## src/rtl/reg_file_onehot.sv

```systemverilog
// 32 x DATA_WIDTH register file written from a one-hot enable bus, with two combinational read ports.
// Reads are zero-cycle with same-cycle write-through bypass; writes commit on the rising clk edge.
module reg_file_onehot #(
   parameter int DATA_WIDTH = 32
) (
   input  logic                  clk,
   input  logic                  reset,
   input  logic [31:0]           en,
   input  logic [DATA_WIDTH-1:0] WD3,
   input  logic [4:0]            A1,
   input  logic [4:0]            A2,
   input  logic                  clear_err,
   output logic [DATA_WIDTH-1:0] RD1,
   output logic [DATA_WIDTH-1:0] RD2,
   output logic                  err_multi,
   output logic [15:0]           write_count
);

   logic [DATA_WIDTH-1:0] regs_q [32];
   logic [DATA_WIDTH-1:0] regs_d [32];
   logic                  err_multi_q, err_multi_d;
   logic [15:0]           write_count_q, write_count_d;

   logic en_none, en_single, en_multi, wr_commit;

   // A vector is single-hot when clearing its lowest set bit leaves nothing behind.
   assign en_none   = (en == 32'd0);
   assign en_single = !en_none && ((en & (en - 32'd1)) == 32'd0);
   assign en_multi  = !en_none && !en_single;
   assign wr_commit = en_single && !en[0];

   always_comb begin
      regs_d        = regs_q;
      err_multi_d   = err_multi_q;
      write_count_d = write_count_q;
      for (int i = 1; i < 32; i++) begin
         if (en_single && en[i]) regs_d[i] = WD3;
      end
      if (en_multi)       err_multi_d = 1'b1;
      else if (clear_err) err_multi_d = 1'b0;
      if (wr_commit && (write_count_q != 16'hFFFF)) write_count_d = write_count_q + 16'd1;
   end

   always_ff @(posedge clk or posedge reset) begin
      if (reset) begin
         for (int i = 0; i < 32; i++) regs_q[i] <= '0;
         err_multi_q   <= 1'b0;
         write_count_q <= 16'd0;
      end else begin
         regs_q        <= regs_d;
         err_multi_q   <= err_multi_d;
         write_count_q <= write_count_d;
      end
   end

   // Reset forces both ports to zero immediately and disables the bypass.
   function automatic logic [DATA_WIDTH-1:0] read_port(input logic [4:0] a);
      logic [DATA_WIDTH-1:0] r;
      r = regs_q[a];
      if (reset || (a == 5'd0)) r = '0;
      else if (en_single && en[a]) r = WD3;
      return r;
   endfunction

   always_comb begin
      RD1 = read_port(A1);
      RD2 = read_port(A2);
   end

   assign err_multi   = err_multi_q;
   assign write_count = write_count_q;

   always_ff @(posedge clk) begin
      if (!reset) assert (!$isunknown(en));
   end

endmodule

```

## config.mk

```make
export PLATFORM = sky130hd
export DESIGN_NAME = reg_file_onehot
export DESIGN_NICKNAME = d
export VERILOG_FILES = /design/src/rtl/reg_file_onehot.sv
export SDC_FILE = /design/constraint.sdc
export NUM_CORES = 2
export LEC_CHECK = 0
export CORE_ASPECT_RATIO = 0.6
export CORE_UTILIZATION = 25
export CTS_BUF_LIST = sky130_fd_sc_hd__clkbuf_2 sky130_fd_sc_hd__clkbuf_4 sky130_fd_sc_hd__clkbuf_8
export DETAILED_ROUTE_END_ITERATION = 7
export PLACE_DENSITY = 0.47
export RECOVER_POWER = 100
export SYNTH_ARGS = -nofsm -noshare
export SYNTH_HDL_FRONTEND = slang
export SYNTH_SLANG_ARGS = --single-unit
```

## constraint.sdc

```tcl
create_clock -name clk -period 38.3 [get_ports clk]
set_input_delay 5.745 -clock clk [delete_from_list [all_inputs] [get_ports clk]]
set_output_delay 5.745 -clock clk [all_outputs]
set_load 0.02 [all_outputs]
```

# After elaboration in Yosys (flattened, before gate mapping)
# Index checks and enable logic that the tools add are counted.
# word_totals
mem_bits_rw,0
wordCells,106
memories,0
output_inout_bits,81
latchBits,0
mem_bits_ro,0
register_bits,1009
input_bits,77
# classes
muxes,16
div,0
addsub,2
order_cmp,4
eq_ne,1
multipliers,0
n_reduce_logical,47
n_shift,0
bitwise,3
# op_table
cell,n
32-bit binary-select mux with 5-bit select,2
32-bit 2-to-1 mux,8
32-bit logical NOT,2
1-bit logical AND,37
32-bit AND,1
"32-bit by 1-bit subtractor with 32-bit output, second input constant",1
"16-bit by 1-bit adder with 16-bit output, second input constant",1
"16-bit != test, second input constant",1
"6-bit >= comparator, second input constant",2
"5-bit by 6-bit less-than comparator with 1-bit output, second input constant",2
5-bit inverter with 6-bit output,2
1-bit binary-select mux with 5-bit select,2
5-bit logical NOT,2
1-bit 2-to-1 mux,4
1-bit logical NOT,3
1-bit logical OR,2
2-bit nonzero test,1

# Longest topological paths before layout
# depth
depth_word,7
mapped_depth,11
ltp_nobuf,7

# Worst setup path before layout
# OpenSTA, ideal clock, no wires.
# synth_path
path_kind,input port to output port
startpoint,in reset
endpoint,out RD1[0]
slack_ns,1.755
t_required_ns,32.555
n_path_buf,0
t_arrival_ns,30.800
stages,3
path_cell_list,inv_1 -> o21ai_1 -> a21oi_1
# synth_between
elab_chain_cells,2
# synth_lines
element,line_no,text
from (decl),7,"input logic reset,"
1-bit logical OR,60,if (reset || (a == 5'd0)) r = '0;
32-bit 2-to-1 mux,60,
to (decl),13,"output logic [DATA_WIDTH-1:0] RD1,"
# No other way between the ends.

==> flow_summary.toml <==
[synth]
synth_seq_cells = 1009
yosys_warnings = 0
synth_area_mm2 = 0.05657
synthTopCellsByArea = "dfrtp_1 (45%), mux4_2 (23%), mux2_1 (13%), mux2_2 (8.0%), clkbuf_1 (1.6%)"
synth-async-reset-ratio_pct = 100.0
synth_edf_count = 0
ys_types = 58
synth_top_area_share_pct = 44.63
ys.flop_type = "dfrtp_1"
synth_cells = 3608
ys_seq_area_share_pct = 44.63
synth_nets = 3686
yosysTopAreaCell = "dfrtp_1"
avgSynthCellArea_um2 = 15.68

[critical_path]
r2r_cells = 7
rr_endpoint = "write_count[1]"
crit_start = "reset"
arrival_ns = 21.20
cpPeakStageDelay_ns = 2.84
r2r-start = "write_count[0]"
cp_cell_sequence = "dlygate4sd3_1, clkinvlp_2, clkbuf_1, clkbuf_1, clkbuf_1, clkbuf_1, clkbuf_1"
critPathSlowestCell = "clkbuf_1"
start_kind = "primary input"
cp-endpoint = "regs_q[605]"
critPathKind = "in2async"
cp_max_fo = 67
endpoint_kind = "asynchronous set/reset pin"
crit_required_ns = 38.43
r2r_setup_slack_ns = 35.09
path_common_cell = "clkbuf_1"

[clocking]
clk_pin_slew_worst_paths_ns = 0.06
clock-sinks = 1009
cts_resized = 0
htree_levels = 4
postCtsSetupBuffers = 0
clockBufferDepth = 4
cts_tree = "yes"
holdBufCountCts = 0
clkLatencyLatePin_ns = 0.86
cts_root_buf = "clkbuf_8"
numCtsBuffers = 177

[die]
ios = 158
initial_core_util_pct = 25.29
row_count = 134
die_x_um = 616.1
die_h_um = 370.5
die_area_mm2 = 0.2283
core_mm2 = 0.2237

[sta]
skew_ns = 0.01779
setup_viol = 0
hold_violations = 0
worst_slew_pin_slew_ns = 7.119
max_freq_mhz = 47.46
fin_crit_sh_pct = 55.02
slew_headroom_pct = -374.6
slew_viol_final = 2235
rsz0062_at_grt = "false"
fin_setup_tns_ns = 0
period_needed_ns = 21.07

[power_and_ir_drop]
power_density_mw_per_mm2 = 35.36
leakagePower_nw = 29.49
p_seq_share_pct = 46.8
peakVddDrop_mv = 0.02166
swShare_pct = 25.64
p_int_mw = 1.694
power.switching_uw = 584.0
clkPwrFrac_pct = 46.5
power_frac_comb_pct = 6.7

[layout]
layout-drive-gt1-share_pct = 38.98
final_cell_mix = "dfrtp_1 (1009), mux2_1 (660), mux4_2 (586)"
instances_no_fill = 6763
fin_nets = 3720
layout_commonest_cell = "dfrtp_1"
area_growth_pct = 13.86
final_core_util_pct = 28.80

[detailed_routing]
routed_wl_um = 204000
ant_nets = 0
drt_iter0_drc = 3093
wire_per_inst_um = 30.16
drtPass1Iterations = 7
route.detailed.drc = 2
vias = 35640
viasPerCell = 5.270

[global_route]
grt_max_degree = 124
grt_use_total_pct = 17.80
grt_pass1_wl_um = 293400
first_global_vias = 36900
antenna_found_initial = 20
overflow = 0

[hold_path]
min_path_type = "reg2reg"

[placement]
dp_cells = 6455
gp_congestion = 0.7624
dp_hpwl_um = 115000
portBuffers = 157

[outcome]
status = "complete, but fails checks"
violations = "design-rule violations, max-capacitance violations, max-slew violations"

[flow_run]
maxCapViolCount = 58
## metal layers
layer | up-vias | GRT usage, % | routed length, µm
met5 | - | 0 | 354
met4 | 6 | 4.710 | 5480
met3 | 308 | 2.600 | 9983
met2 | 1056 | 28.73 | 95600
met1 | 19850 | 24.99 | 92540
li1 | 14420 | - | -
## synthesized netlist by cell type, types with 3 or more instances
library cell     n
mux2_2         401
nand3_1         12
buf_4           11
mux2i_1         76
buf_2           94
a22o_1          64
and3_1           6
buf_6            3
o21ai_0          4
nand2_1          9
buf_1           64
nor4_2           7
nor2_1          13
and4_1           3
nor3_1          11
or4_1            3
or2_2            3
clkbuf_1       248
a21oi_1         69
dfrtp_1       1009
nand2b_1         5
nor4_1           5
nand4_1         76
mux2_1         660
a31o_2          64
o31a_1           3
maj3_1           4
nand4_4         29
xor2_1          14
mux4_2         586
or3_1            7
nand3b_1         4
inv_1            3
## power by group through the flow
stage / combinational [mW] / sequential (mW) / clock (mW)
after floorplan: 0.0908 / 1.09 / 0
after global placement: 0.158 / 1.09 / 0
after detailed placement: 0.158 / 1.09 / 0
after CTS: 0.158 / 1.07 / 1.09
after global routing: 0.163 / 1.07 / 1.14
final: 0.152 / 1.07 / 1.06
## layout make-up
type / instances / area (µm²)
Antenna cell: 8 / 20.02
Timing Repair Buffer: 275 / 2330
Multi-Input combinational cell: 2176 / 29420
Fill cell: 22380 / 159200
Clock buffer: 283 / 3520
Inverter: 3 / 12.51
Clock inverter: 17 / 121.4
Tap cell: 2992 / 3744
Sequential cell: 1009 / 25250
## stage by stage
| stage | instance area, µm² | hold slack, ns | power (mW) | setup slack (ns) |
|---|---|---|---|---|
| 3_3_place_gp | 61180 | 0.4777 | 1.244 | 21.65 |
| 6_report | 64410 | 0.4924 | 2.278 | 17.23 |
| 4_1_cts | 64820 | 0.5038 | 2.314 | 21.67 |
| 2_1_floorplan | 56570 | 0.4754 | 1.178 | 1.755 |
| 3_5_place_dp | 61180 | 0.4938 | 1.243 | 21.68 |
| 5_1_grt | 64410 | 0.5146 | 2.364 | 14.26 |
## worst min path at each step
stage | startpoint | endpoint | slack (ns) | cells after the start
finish | write_count[5] | write_count[5] | 0.49 | 1
global route | write_count[11] | write_count[11] | 0.51 | 1
CTS | write_count[5] | write_count[5] | 0.50 | 1
detailed placement | write_count[5] | write_count[5] | 0.49 | 1
global placement | write_count[5] | write_count[5] | 0.48 | 1
floorplan | regs_q[832] | regs_q[832] | 0.48 | 1
## flip-flops by register name, summed over array words and instances, names as in the netlist
name         count
regs_q         992
err_multi        1
write_count     16
## worst max-delay path: cells and delay by family
| kind | cells | cell delay [ns] |
|---|---|---|
| buffers and inverters | 7 | 15.28 |
## kinds of logic (layout without fill, tap and decap cells)
kind of cell / count (synthesis) / count (layout) / share of synthesized area (%)
mux: 1723 / 1723 / 45.79
simple gates: 205 / 205 / 3.087
buf+inv: 423 / 578 / 3.127
flops: 1009 / 1009 / 44.63
other cells: 0 / 8 / 0
fa+ha+maj: 5 / 5 / 0.09289
compound gates: 228 / 228 / 3.039
xor+xnor: 15 / 15 / 0.2322
(Power assumes the default switching activity.)
